<file path="config.mk">
export PLATFORM = sky130hd
export DESIGN_NAME = pipe_hazard_ctrl
export DESIGN_NICKNAME = d
export VERILOG_FILES = /design/src/rtl/pipe_hazard_ctrl.sv
export SDC_FILE = /design/constraint.sdc
export NUM_CORES = 1
export LEC_CHECK = 0
export ABC_AREA = 1
export BUFFER_PORTS_ARGS = -buffer_cell sky130_fd_sc_hd__buf_2
export CORE_MARGIN = 2
export CORE_UTILIZATION = 40
export CTS_BUF_LIST = sky130_fd_sc_hd__clkbuf_4
export CTS_CLUSTER_DIAMETER = 50
export DETAILED_ROUTE_END_ITERATION = 16
export GPL_TIMING_DRIVEN = 1
export SETUP_SLACK_MARGIN = 0.5
export SYNTH_ARGS = -nofsm -noshare
export SYNTH_HDL_FRONTEND = slang
export SYNTH_SLANG_ARGS = --single-unit
</file>
<file path="constraint.sdc">
create_clock -name clk -period 4.8 [get_ports clk]
set_input_delay 1.44 -clock clk [delete_from_list [all_inputs] [get_ports clk]]
set_output_delay 1.44 -clock clk [all_outputs]
set_load 0.01 [all_outputs]
</file>
<file path="src/rtl/pipe_hazard_ctrl.sv">
// pipe_hazard_ctrl: stall/flush sequencer for a five-stage pipeline
// Inputs: ID source regs/uses, EXE dest/load/branch, MEM dm_req/dm_ready, halt_req.
// Outputs: PC/IF-ID/ID-EXE/EXE-MEM stalls, IF-ID/ID-EXE flushes, MEM-WB bubble,
//          halt_ack, bus_err pulse, saturating stall_count/flush_count.
module pipe_hazard_ctrl #(
  parameter int REG_AW = 5,
  parameter int MEM_TIMEOUT = 16,
  parameter int DRAIN_CYC = 3,
  parameter int CNT_W = 16
) (
  input  logic              clk,
  input  logic              rst,
  input  logic [REG_AW-1:0] id_rs1_addr,
  input  logic [REG_AW-1:0] id_rs2_addr,
  input  logic              id_rs1_used,
  input  logic              id_rs2_used,
  input  logic [REG_AW-1:0] exe_write_addr_o,
  input  logic              exe_DM_read,
  input  logic              exe_branch_taken,
  input  logic              dm_req,
  input  logic              dm_ready,
  input  logic              halt_req,
  output logic              pc_stall,
  output logic              if_id_stall,
  output logic              if_id_flush,
  output logic              id_exe_stall,
  output logic              id_exe_flush,
  output logic              exe_mem_stall,
  output logic              mem_wb_bubble,
  output logic              halt_ack,
  output logic              bus_err,
  output logic [CNT_W-1:0]  stall_count,
  output logic [CNT_W-1:0]  flush_count
);
  localparam int WW = $clog2(MEM_TIMEOUT) + 1;
  localparam int DW = $clog2(DRAIN_CYC) + 1;
  typedef enum logic [1:0] {RUN, MEM_WAIT, DRAIN, HALTED} state_t;
  state_t state, nstate;
  logic [WW-1:0] wait_cnt, nwait;
  logic [DW-1:0] drain_cnt, ndrain;
  logic memwait, loaduse;
  assign memwait = dm_req & ~dm_ready;
  assign loaduse = exe_DM_read & (exe_write_addr_o != '0) &
                   ((id_rs1_used & (id_rs1_addr == exe_write_addr_o)) |
                    (id_rs2_used & (id_rs2_addr == exe_write_addr_o)));
  always_comb begin
    {pc_stall, if_id_stall, if_id_flush, id_exe_stall, id_exe_flush,
     exe_mem_stall, mem_wb_bubble, halt_ack, bus_err} = '0;
    nstate = state;
    nwait = wait_cnt;
    ndrain = drain_cnt;
    case (state)
      RUN: begin
        if (memwait) begin
          {pc_stall, if_id_stall, id_exe_stall, exe_mem_stall, mem_wb_bubble} = '1;
          nwait = WW'(1);
          nstate = MEM_WAIT;
        end else if (exe_branch_taken) begin
          {if_id_flush, id_exe_flush} = '1;
        end else if (loaduse) begin
          {pc_stall, if_id_stall, id_exe_flush} = '1;
        end else if (halt_req) begin
          ndrain = '0;
          nstate = DRAIN;
        end
      end
      MEM_WAIT: begin
        if (!memwait) begin
          nstate = RUN;
        end else if (wait_cnt == WW'(MEM_TIMEOUT - 1)) begin
          {bus_err, mem_wb_bubble} = '1;
          nstate = RUN;
        end else begin
          {pc_stall, if_id_stall, id_exe_stall, exe_mem_stall, mem_wb_bubble} = '1;
          nwait = wait_cnt + WW'(1);
        end
      end
      DRAIN: begin
        // a taken branch still redirects the PC so the drain resumes at the target
        pc_stall = ~exe_branch_taken;
        if_id_flush = exe_branch_taken;
        {if_id_stall, id_exe_flush} = '1;
        {id_exe_stall, exe_mem_stall, mem_wb_bubble} = {3{memwait}};
        if (!halt_req) nstate = RUN;
        else if (!memwait) begin
          if (drain_cnt == DW'(DRAIN_CYC - 1)) nstate = HALTED;
          else ndrain = drain_cnt + DW'(1);
        end
      end
      HALTED: begin
        {pc_stall, if_id_stall, id_exe_flush, halt_ack} = '1;
        if (!halt_req) nstate = RUN;
      end
      default: nstate = RUN;
    endcase
    if (rst)
      {pc_stall, if_id_stall, if_id_flush, id_exe_stall, id_exe_flush,
       exe_mem_stall, mem_wb_bubble, halt_ack, bus_err} = '0;
  end
  always_ff @(posedge clk) begin
    if (rst) begin
      state <= RUN;
      wait_cnt <= '0;
      drain_cnt <= '0;
      stall_count <= '0;
      flush_count <= '0;
    end else begin
      state <= nstate;
      wait_cnt <= nwait;
      drain_cnt <= ndrain;
      if (pc_stall && stall_count != '1) stall_count <= stall_count + CNT_W'(1);
      if ((if_id_flush || id_exe_flush) && flush_count != '1) flush_count <= flush_count + CNT_W'(1);
    end
  end
endmodule

</file>
==> impl_metrics.env, run 1 <==
export IMPL_die_width_um=88.51
export IMPL_pwr_density_cell_nw_per_um2=296.1
export IMPL_synth_ff_type="dfxtp_1"
export IMPL_number_of_buffers_created_by_cts=5
export IMPL_worst_ir_drop_vdd_mv=0.1582
export IMPL_critical_path_class="in2out"
export IMPL_postSynthCellCount=430
export IMPL_async_flop_share_pct=0
export IMPL_die_h_um=88.51
export IMPL_grt_overflow_total=0
export IMPL_number_of_antenna_violations_at_the_first_check_in_global_routing=0
export IMPL_clkSinkCount=42
export IMPL_fillCellCount=733
export IMPL_detail_route_wl_per_cell_um=12.33
export IMPL_max_transition_viols_final=0
export IMPL_worst_setup_path_end_kind="output port"
export IMPL_drtIter0Drc=118
export IMPL_first_global_vias=2788
export IMPL_floorplan_rows=30
export IMPL_report_final_hold_viol_count=0
export IMPL_fin_nets=519
export IMPL_setup_tns_final_ns=0
export IMPL_grt_first_pass_wirelength_mm=12.67
export IMPL_cp_data_required_time_ns=3.36
export IMPL_antenna_cells=0
export IMPL_route_vias_total=2962
export IMPL_vias_per_cell=5.055
export IMPL_place_detailed_hpwl_mm=5.249
export IMPL_htree_levels=2
export IMPL_timing_hold_worst_class="reg2reg"
export IMPL_hold_slack_final_ns=0.4976
export IMPL_synthesis_nets=460
export IMPL_cellLeakagePower_nw=1.503
export IMPL_timing_critical_path_cells="buf_2, nand2_1, inv_2, nor2_4, nand2_1, nand2_1, inv_1, a21oi_4, buf_2"
export IMPL_crit_arrival_ns=2.69
export IMPL_number_of_synthesized_flops_with_an_enable_pin=0
export IMPL_synthDistinctLibCells=34
export IMPL_start_util_pct=41.58
export IMPL_status="finished, final reports clean"
export IMPL_drt_antenna_violating_nets=0
export IMPL_most_common_library_cell_in_the_layout_ignoring_fill_and_taps="nand2_1"
export IMPL_cts_path_max_buffers=2
export IMPL_clk_root_buffer_cell="clkbuf_4"
export IMPL_critical_path_top_cell_by_count="nand2_1"
export IMPL_yosysSeqAreaShare_pct=29.43
export IMPL_route_detailed_drc=0
export IMPL_yosys_warnings=0
export IMPL_slowest_delay_ns=0.23
export IMPL_clock_insertion_delay_worst_skew_ns=0.36
export IMPL_worst_setup_margin_ns=0.6688
export IMPL_die_area_um2=7833
export IMPL_place_port_buffers=64
export IMPL_skew_ns=0.01807
export IMPL_most_common_layout_cells="nand2_1, buf_2, inv_1, dfxtp_1, nor2_1"
export IMPL_pin_count=65
export IMPL_maxClockFrequency_mhz=242.1
export IMPL_syn_mean_instance_area_um2=6.643
export IMPL_yosys_area_top_type="dfxtp_1"
export IMPL_crit_slowest_cell="a21oi_4"
export IMPL_post_synth_main_area_contributors="dfxtp_1, nand2_1, inv_1, nand4_1, xor2_1"
export IMPL_post_route_period_util_pct=86.07
export IMPL_drtPass1Iterations=5
export IMPL_post_synth_instance_area_um2=2856
export IMPL_final_routed_wirelength_mm=7.224
export IMPL_peak_fanout_along_the_critical_path=7
export IMPL_pre_cts_ws_ns=0.6290
export IMPL_final_gp_congestion=0.9016
export IMPL_drv_cap=0
export IMPL_grtUsageTotal_pct=20.12
export IMPL_synth_top_cell_area_share_pct=29.43
export IMPL_fp_coreArea_um2=6869
export IMPL_crit_path_start_kind="primary input"
export IMPL_holdBufCountCts=0
export IMPL_clk_transition_reported_paths_ns=0.12
export IMPL_critical_path_top_delay_family="simple AND/OR/NAND/NOR gates"
export IMPL_area_growth_pct=16.56
export IMPL_maximum_number_of_pins_on_one_net_before_global_route_repair=29
export IMPL_tritoncts_clock_tree="yes"
export IMPL_tightestPinTransition_ns=0.6691
export IMPL_drive_above_1_share_pct=21.84
export IMPL_maxSlewHeadroom_pct=55.26
export IMPL_postSynthRegisterBits=42
export IMPL_final_setup_viol_count=0
export IMPL_cp_buffers_inverters=4
export IMPL_finalWorstPathRequiredPeriod_ns=4.131
export IMPL_setup_repair_after_global_routing_missed_its_margin="false"
worst reg2reg max path, stage by stage, from the launching register on:
cell and delay (ns):
dfxtp_1 0.44, ha_1 0.25, nand2_1 0.11, nor2_2 0.27
nand4_1 0.59, nand4_2 0.59, nand2_1 0.09, a21oi_1 0.17
cell usage after synthesis, types with 9 or more instances:
master / count
a21oi_1: 28
a21oi_2: 12
clkbuf_1: 9
dfxtp_1: 42
inv_1: 54
nand2_1: 102
nand3_1: 24
nand4_1: 32
nor2_1: 39
o21ai_0: 9
xnor2_1: 11
xor2_1: 18
worst paths after layout:
| kind | start | to | slack [ns] | depth (start not counted) |
|---|---|---|---|---|
| worst min-delay path | wait_cnt[4]$_SDFFE_PP0P_ | wait_cnt[4]$_SDFFE_PP0P_ | 0.50 | 2 |
| worst min register to register | wait_cnt[4]$_SDFFE_PP0P_ | wait_cnt[4]$_SDFFE_PP0P_ | 0.50 | 2 |
| worst max register to register | stall_count[0]$_SDFFE_PP0P_ | stall_count[7]$_SDFFE_PP0P_ | 2.25 | 7 |
| worst max-delay path | dm_req | id_exe_flush | 0.67 | 9 |
power by group:
| part | internal, mW | switching, mW | total, mW |
|---|---|---|---|
| Combinational | 0.108 | 0.248 | 0.356 |
| Sequential | 0.370 | 0.0303 | 0.400 |
| Clock | 0.108 | 0.121 | 0.229 |
cell type report:
type	count	area, µm²	area share (%)
clock inverter	3	40.04	1.203
multi-input combinational	313	1723	51.75
tap	96	120.1	3.608
timing repair buffer	67	342.8	10.30
sequential	42	840.8	25.25
clock buffer	5	37.54	1.127
inverter	60	225.2	6.764
registers in the layout, indices dropped and copies added (netlist names):
signal and cells:
flush_count 16, wait_cnt 5, state 2, drain_cnt 3, stall_count 16
logic make-up after synthesis:
group / synth area share (%)
AO/OA/AOI/OAI: 12.09
adder cells (fa/ha/maj): 2.628
buffers and inverters: 10.51
AND/OR/NAND/NOR: 36.44
XOR/XNOR: 8.892
flip-flops: 29.44
timing repair:
action,CTS,global route
setup endpoints to repair,0,1
gates resized for setup,0,1
setup buffers,0,0
endpoints found under the hold margin,0,0
routing by layer:
layer	vias to the layer above	global-route usage (%)	share of wire (%)
met4	0	5.372	1.3
met1	1371	25.95	46
met5	-	0	0
met2	62	34.11	48
met3	8	4.291	3.9
li1	1521	-	-
through the flow:
stage	cells	instance area, µm²	total power [mW]	util (%)
after floorplan	430	2856	0.6634	-
after global placement	578	3244	0.7554	47.23
after detailed placement	578	3244	0.7594	47.23
after CTS	586	3322	0.9924	48.36
after global routing	586	3329	1.065	48.47
final	586	3329	0.9860	48.47
Note: power is estimated with default switching activity, not from simulation.
==> inputs of run 2 (changes only) <==
- CELL_PAD_IN_SITES_DETAIL_PLACEMENT: unset -> 1
- CELL_PAD_IN_SITES_GLOBAL_PLACEMENT: unset -> 1
- PLACE_DENSITY_LB_ADDON: unset -> 0.1
==> impl_metrics.env, run 2 (same netlist as run 1, synthesis figures left out) <==
export IMPL_status="finished, final reports clean"
export IMPL_reg_largest_list="flush_count: 16 flops, stall_count: 16 flops, wait_cnt: 5 flops"
export IMPL_cellLeakagePower_nw=1.505
export IMPL_holdBufCountCts=0
export IMPL_fillCellCount=973
export IMPL_power_share_clock_pct=23.8
export IMPL_drtPass1Iterations=4
export IMPL_finalWorstPathRequiredPeriod_ns=4.040
export IMPL_drv_cap=0
export IMPL_p_sw_share_pct=40.22
export IMPL_pwr_share_comb_pct=36.1
export IMPL_drive_above_1_share_pct=22.24
export IMPL_critical_path_class="in2out"
export IMPL_clk_transition_reported_paths_ns=0.12
export IMPL_worst_ir_drop_vdd_mv=0.1289
export IMPL_final_setup_viol_count=0
export IMPL_cts_path_max_buffers=2
export IMPL_route_vias_total=3019
export IMPL_fin_nets=519
export IMPL_hold_slack_final_ns=0.4972
export IMPL_grtUsageTotal_pct=21.72
export IMPL_max_transition_viols_final=0
export IMPL_clock_insertion_delay_worst_skew_ns=0.35
export IMPL_die_area_um2=7833
export IMPL_floorplan_rows=30
export IMPL_fp_coreArea_um2=6869
export IMPL_dpl_cell_area_um2=3244
export IMPL_report_final_hold_viol_count=0
export IMPL_route_detailed_drc=0
export IMPL_antenna_cells=0
export IMPL_crit_arrival_ns=2.60
export IMPL_pin_count=65
export IMPL_most_common_layout_cells="nand2_1, buf_2, inv_1, dfxtp_1, nor2_1"
export IMPL_maximum_number_of_pins_on_one_net_before_global_route_repair=25
export IMPL_clk_root_buffer_cell="clkbuf_4"
export IMPL_die_width_um=88.51
export IMPL_tightestPinTransition_ns=0.7120
export IMPL_setup_tns_final_ns=0
export IMPL_layout_cell_area_non_filler_um2=3342
export IMPL_worst_setup_path_end_kind="output port"
export IMPL_place_port_buffers=64
export IMPL_maxSlewHeadroom_pct=52.39
export IMPL_die_h_um=88.51
export IMPL_number_of_antenna_violations_at_the_first_check_in_global_routing=0
export IMPL_pwr_density_cell_nw_per_um2=300.5
export IMPL_first_global_vias=3051
export IMPL_sequential_power_share_pct=40.1
export IMPL_clkSinkCount=42
export IMPL_drtIter0Drc=53
export IMPL_skew_ns=0.01956
export IMPL_cts_setup_buffers=0
export IMPL_detail_route_wl_per_cell_um=14.05
export IMPL_worst_reg_to_reg_setup_slack_ns=2.16
export IMPL_final_gp_congestion=0.8845
export IMPL_drt_antenna_violating_nets=0
export IMPL_crit_path_start_kind="primary input"
export IMPL_vias_per_cell=5.152
export IMPL_cp_data_required_time_ns=3.36
export IMPL_peak_fanout_along_the_critical_path=7
export IMPL_start_util_pct=41.58
export IMPL_timing_hold_worst_class="reg2reg"
export IMPL_p_sw_mw=0.4039
export IMPL_maxClockFrequency_mhz=247.5
export IMPL_final_routed_wirelength_mm=8.235
export IMPL_setup_repair_after_global_routing_missed_its_margin="false"
export IMPL_cts_resized=0
export IMPL_grt_first_pass_wirelength_mm=13.74
export IMPL_area_growth_pct=17.00
export IMPL_most_common_library_cell_in_the_layout_ignoring_fill_and_taps="nand2_1"
export IMPL_htree_levels=2
export IMPL_tritoncts_clock_tree="yes"
export IMPL_number_of_buffers_created_by_cts=5
export IMPL_post_route_period_util_pct=84.16
export IMPL_p_int_mw=0.6004
export IMPL_place_detailed_hpwl_mm=6.127
export IMPL_grt_overflow_total=0
run 2: worst paths after layout:
check | startpoint | endpoint | cells after the start
setup / recovery | dm_ready | id_exe_flush | 10
hold / removal | wait_cnt[4]$_SDFFE_PP0P_ | wait_cnt[4]$_SDFFE_PP0P_ | 2
setup reg to reg | stall_count[0]$_SDFFE_PP0P_ | stall_count[3]$_SDFFE_PP0P_ | 7
hold reg to reg | wait_cnt[4]$_SDFFE_PP0P_ | wait_cnt[4]$_SDFFE_PP0P_ | 2
run 2: through the flow:
step / cells / utilization, % / power [mW] / setup slack, ns
3_3_place_gp: 578 / 47.23 / 0.7597 / 0.6281
3_5_place_dp: 578 / 47.23 / 0.7717 / 0.6224
4_1_cts: 586 / 48.43 / 1.015 / 0.6216
2_1_floorplan: 430 / - / 0.6634 / 0.9440
6_report: 586 / 48.65 / 1.004 / 0.7603
5_1_grt: 586 / 48.65 / 1.088 / 0.5858
run 2: critical path, cell delays in order:
cell and delay (ns):
buf_2 0.08, inv_1 0.04, nand2_2 0.11, inv_2 0.09, nor2_4 0.15, nand2_1 0.14, nand2_1 0.08, inv_1 0.08
a21oi_4 0.22, buf_2 0.17
run 2: power by group through the flow:
| stage | Clock (mW) | Combinational, mW | Sequential [mW] |
|---|---|---|---|
| 5_1_grt | 0.265 | 0.415 | 0.408 |
| 6_report | 0.239 | 0.362 | 0.402 |
| 2_1_floorplan | 0 | 0.259 | 0.404 |
| 3_5_place_dp | 0 | 0.362 | 0.410 |
| 4_1_cts | 0.250 | 0.362 | 0.402 |
| 3_3_place_gp | 0 | 0.351 | 0.409 |
run 2: layer usage:
metal,vias to the layer above,share of wire [%],wire length [µm],GRT usage [%]
met2,56,50,4079,39.17
met1,1434,46,3775,27.23
met3,8,3.2,261,3.078
met4,0,1.4,119,5.372
li1,1521,-,-,-
met5,-,0,0,0
run 2: final cells by class:
| class | instances | area [µm²] | area share (%) |
|---|---|---|---|
| Sequential cell | 42 | 840.8 | 25.16 |
| Tap cell | 96 | 120.1 | 3.594 |
| Multi-Input combinational cell | 313 | 1730 | 51.78 |
| Inverter | 60 | 225.2 | 6.739 |
| Clock buffer | 7 | 52.55 | 1.572 |
| Timing Repair Buffer | 67 | 342.8 | 10.26 |
| Clock inverter | 1 | 30.03 | 0.8985 |
